<file path="src/rtl/stream_mux_arbiter_pkg.sv">
// stream_mux_arbiter_pkg: shared encodings for the two-producer stream arbiter
package stream_mux_arbiter_pkg;

    typedef enum logic [1:0] {
        IDLE  = 2'd0,
        GNT_A = 2'd1,
        GNT_B = 2'd2
    } state_t;

    localparam logic SRC_A = 1'b1;
    localparam logic SRC_B = 1'b0;
    localparam int DEFAULT_DATA_W = 16;

endpackage

</file>
<file path="src/rtl/stream_mux_arbiter_mux.sv">
// stream_mux_arbiter_mux: 2:1 data steering, sel high picks a
module stream_mux_arbiter_mux
    import stream_mux_arbiter_pkg::*;
#(
    parameter int W = DEFAULT_DATA_W
) (
    input  logic         reset,
    input  logic         sel,
    input  logic [W-1:0] a,
    input  logic [W-1:0] b,
    output logic [W-1:0] y
);

    // steer the selected input, forced to zero while reset is asserted
    always_comb y = reset ? '0 : (sel ? a : b);

endmodule

</file>
<file path="src/rtl/stream_mux_arbiter.sv">
// stream_mux_arbiter: round-robin burst arbiter sharing one registered output stream between A and B
module stream_mux_arbiter
    import stream_mux_arbiter_pkg::*;
#(
    parameter int DATA_W    = DEFAULT_DATA_W,
    parameter int BURST_LEN = 8,
    parameter int CNT_W     = 4
) (
    input  logic              clk,
    input  logic              reset,
    input  logic              a_valid,
    input  logic [DATA_W-1:0] a_data,
    input  logic              a_last,
    output logic              a_ready,
    input  logic              b_valid,
    input  logic [DATA_W-1:0] b_data,
    input  logic              b_last,
    output logic              b_ready,
    output logic              out_valid,
    output logic [DATA_W-1:0] out_data,
    output logic              out_last,
    output logic              out_src,
    input  logic              out_ready,
    output logic              busy
);

    state_t            state, state_nxt;
    logic [CNT_W-1:0]  beat_cnt;
    logic              last_grant;
    logic              can_load, xfer, xfer_last, rel, sel;
    logic [DATA_W-1:0] mux_data;

    assign sel       = (state == GNT_A);
    assign can_load  = !out_valid || out_ready;
    assign a_ready   = sel && can_load;
    assign b_ready   = (state == GNT_B) && can_load;
    assign xfer      = (a_valid && a_ready) || (b_valid && b_ready);
    assign xfer_last = sel ? a_last : b_last;
    assign rel       = xfer && (xfer_last || (beat_cnt + CNT_W'(1)) == CNT_W'(BURST_LEN));
    assign busy      = (state != IDLE);

    stream_mux_arbiter_mux #(.W(DATA_W)) u_mux (
        .reset (1'b0),
        .sel   (sel),
        .a     (a_data),
        .b     (b_data),
        .y     (mux_data)
    );

    // arbitrate from IDLE, and on release hand over without a bubble; a count-limited burst
    // (no last yet) may keep the same side when the other side is idle
    always_comb begin
        state_nxt = state;
        if (state == IDLE)
            state_nxt = (a_valid && (!b_valid || last_grant == SRC_B)) ? GNT_A : (b_valid ? GNT_B : IDLE);
        else if (rel)
            state_nxt = sel ? (b_valid ? GNT_B : ((a_valid && !a_last) ? GNT_A : IDLE))
                            : (a_valid ? GNT_A : ((b_valid && !b_last) ? GNT_B : IDLE));
    end

    // grant state, burst beat counter and round-robin history
    always_ff @(posedge clk) begin
        if (reset) begin
            state      <= IDLE;
            beat_cnt   <= '0;
            last_grant <= SRC_B;
        end else begin
            state <= state_nxt;
            if (rel) begin
                beat_cnt   <= '0;
                last_grant <= sel ? SRC_A : SRC_B;
            end else if (xfer) begin
                beat_cnt <= beat_cnt + CNT_W'(1);
            end
        end
    end

    // output beat register: load on transfer, drain when downstream takes it
    always_ff @(posedge clk) begin
        if (reset) begin
            out_valid <= 1'b0;
            out_data  <= '0;
            out_last  <= 1'b0;
            out_src   <= 1'b0;
        end else if (xfer) begin
            out_valid <= 1'b1;
            out_data  <= mux_data;
            out_last  <= xfer_last;
            out_src   <= sel ? SRC_A : SRC_B;
        end else if (out_ready) begin
            out_valid <= 1'b0;
        end
    end

endmodule
</file>
<file path="config.mk">
export PLATFORM = sky130hd
export DESIGN_NAME = stream_mux_arbiter
export DESIGN_NICKNAME = d
export VERILOG_FILES = /design/src/rtl/stream_mux_arbiter_pkg.sv /design/src/rtl/stream_mux_arbiter_mux.sv /design/src/rtl/stream_mux_arbiter.sv
export SDC_FILE = /design/constraint.sdc
export NUM_CORES = 1
export LEC_CHECK = 0
export CORE_AREA = 2 2 61 63
export CTS_BUF_LIST = sky130_fd_sc_hd__clkbuf_8
export CTS_CLUSTER_DIAMETER = 100
export DETAILED_ROUTE_END_ITERATION = 12
export DIE_AREA = 0 0 63 65
export PLACE_DENSITY = 0.9
export SYNTH_ARGS = -nofsm -noshare
export SYNTH_HDL_FRONTEND = slang
export SYNTH_SLANG_ARGS = --single-unit
export TNS_END_PERCENT = 30
</file>
<file path="constraint.sdc">
create_clock -name clk -period 1.8 [get_ports clk]
set_input_delay 0.18 -clock clk [delete_from_list [all_inputs] [get_ports clk]]
set_output_delay 0.18 -clock clk [all_outputs]
set_load 0.02 [all_outputs]
</file>
==> results.toml <==
[power_and_ir_drop]
p_total_mw = 2.59
power_density_nw_per_um2 = 1190
p_leak_nw = 0.802
peakVddDrop_mv = 0.531
pwr-share-clk_pct = 18.4
p_switching_mw = 0.919
power_switching_share_pct = 35.5
p_int_mw = 1.67
pwr-share-comb_pct = 50.5
seq_power_share_pct = 31.0

[die]
ios = 61
start_util_pct = 40.5
rows = 22
die_x_um = 63
fp.dieH_um = 65
dieArea_um2 = 4100
coreArea_um2 = 3500

[routing]
drt-initial-drc-count = 41
wl_um = 3160
drcViolationCount = 0
wire_per_inst_um = 12.6
via_per_inst = 5.00
firstDrtPassIters = 4
num_vias = 1250
postRouteAntennaNets = 0

[worst_setup_path]
crit_type = "flip-flop to output pin"
rrSetupSlack_ns = 0.27
rr_worst_depth = 5
required_ns = 1.62
cp-start-kind = "flip-flop"
cp_max_fo = 7
r2r-start = "state[0]"
endpoint_kind = "output pin"
arrival_ns = 1.44
r2r-end = "state[1]"

[synthesis]
async_flop_share_pct = 0
synth-edff-count = 0
avgSynthCellArea_um2 = 10.4
ys_ff_latch = 26
synthCells = 136
synth-main-ff-cell = "dfxtp_1"
synth.distinct_cells = 39
ys.warnings.count = 0
synth_seq_area_share_pct = 36.8
synth_area_um2 = 1420
synth_nets = 176

[timing]
min_period_ns = 1.62
whs_ns = 0.502
rsz0062_at_grt = "false"
hold_viol = 0
fin_skew_ns = 0.00604
max_freq_mhz = 619
tightest_slew_ns = 0.360
setup_violations = 0
min_period_over_period_pct = 89.7
maxSlewViolCount = 0
slew_headroom_pct = 75.9

[layout]
final_common_cell = "clkdlybuf4s50_1"
final_cell_mix = "57 x clkdlybuf4s50_1, 26 x dfxtp_1, 18 x mux2i_1"
diodes = 0
nets = 243
fillers = 305
finalInstanceArea_um2 = 2190
layout-drive-gt1-share_pct = 20.3
syn2layout_area_growth_pct = 54.5
fin_cells = 250

[global_route]
grt_busiest_layer = "met2"
grt_pass1_vias = 1211
track_usage_pct = 16.3
antenna_found_initial = 0
met2_usage_pct = 29.5
grt_max_degree = 19
use_met3_pct = 4.34
grt_pass1_wl_um = 5440
grt_overflow = 0
grt_use_met1_pct = 19.5

[cts]
cts_tree = "built"
cts_buffers = 3
clkTransAtPathRegs_ns = 0.09
clock_latency_ns = 0.27
cts_root_buf = "clkbuf_8"
htreeDepth = 1
cts_setup_buffers = 0
cts_sinks = 26
cts_buffer_depth = 2

[place]
place_congestion = 0.796
dp_hpwl_um = 2450
dpl_cell_area_um2 = 2120
portBuffers = 60
dp.cells = 246

[worst_hold_path]
hold_path_class = "flip-flop to flip-flop"
worstHoldEndpoint = "out_data[2]"
min-delay-start = "out_data[2]"
whs_path_depth = 2

[run]
drv_cap = 0

[outcome]
outcome = "completed"
==> metal layers <==
metal,up-vias,wire (um)
met3,0,217
li1,630,-
met4,0,0
met2,44,1600
met1,576,1340
met5,-,0
==> synthesized netlist by cell type, types with 3 or more instances <==
master,number,share of area (%)
and3b_1,3,1.9
a211oi_1,6,3.2
nand2_1,3,0.80
mux2i_1,18,13
a211oi_2,13,11
buf_4,3,1.6
nor2_1,14,3.7
nor2b_1,3,1.3
nor3_1,4,1.4
a21oi_1,3,1.1
nor3b_1,3,1.6
buf_6,3,2.4
dfxtp_1,26,37
nor2_2,3,1.3
==> state kept, by name, indices dropped and copies added, names as in the netlist <==
signal,count
out_data,16
beat_cnt,4
state,2
last_grant,1
out_last,1
out_src,1
out_valid,1
==> area by class of cell <==
type	instances	area, um2	share of cell area, %
Tap cell	48	60.1	2.75
Clock inverter	1	30.0	1.37
Clock buffer	3	41.3	1.89
Multi-Input combinational cell	99	818	37.4
Sequential cell	26	520	23.8
Inverter	1	3.75	0.172
Timing Repair Buffer	72	712	32.6
==> worst max-delay path, stage by stage, from the launching register on <==
cell and delay [ns]:
dfxtp_1 0.40, buf_4 0.19, or2_2 0.27, dlygate4sd2_1 0.33
==> through the flow <==
step | TNS, ns | setup WS (ns) | utilization (%)
after floorplan | 0 | 0.351 | -
after global placement | 0 | 0.0366 | 60.6
after detailed placement | -0.00900 | -0.00900 | 60.6
after CTS | 0 | 0.169 | 62.5
after global routing | 0 | 0.0869 | 62.5
final | 0 | 0.185 | 62.5
==> cells by family (layout without fill, tap and decap cells) <==
kind of cell | count (synthesis) | after routing | synth area share [%]
buffers and inverters | 11 | 77 | 5.57
AND/OR/NAND/NOR | 42 | 42 | 17.8
AO/OA/AOI/OAI | 34 | 34 | 23.4
adder cells (fa/ha/maj) | 1 | 1 | 0.884
XOR/XNOR | 3 | 3 | 1.86
flip-flops | 26 | 26 | 36.8
multiplexers | 19 | 19 | 13.7
==> power by group through the flow <==
stage                     registers [mW]  logic (mW)  clock network [mW]
after floorplan                    0.928       0.731                   0
after global placement             0.811        1.31                   0
after detailed placement           0.817        1.33                   0
after CTS                          0.805        1.32               0.492
after global routing               0.824        1.41               0.515
final                              0.804        1.31               0.478
==> timing repair <==
action / 4_1_cts / 5_1_grt
setup endpoints to repair: 3 / 0
hold buffers: 0 / 0
gates resized for setup: 3 / 0
==> how the worst max path moves through the flow <==
stage | from | end | slack, ns | depth (start not counted)
after global routing | state[1] | b_ready | 0.09 | 2
after detailed placement | out_ready | b_ready | -0.009 | 4
after global placement | out_ready | b_ready | 0.04 | 4
after CTS | state[1] | busy | 0.17 | 3
after floorplan | out_valid | out_src | 0.35 | 3
final | state[1] | busy | 0.18 | 3
Note: power is estimated with default switching activity, not from simulation.
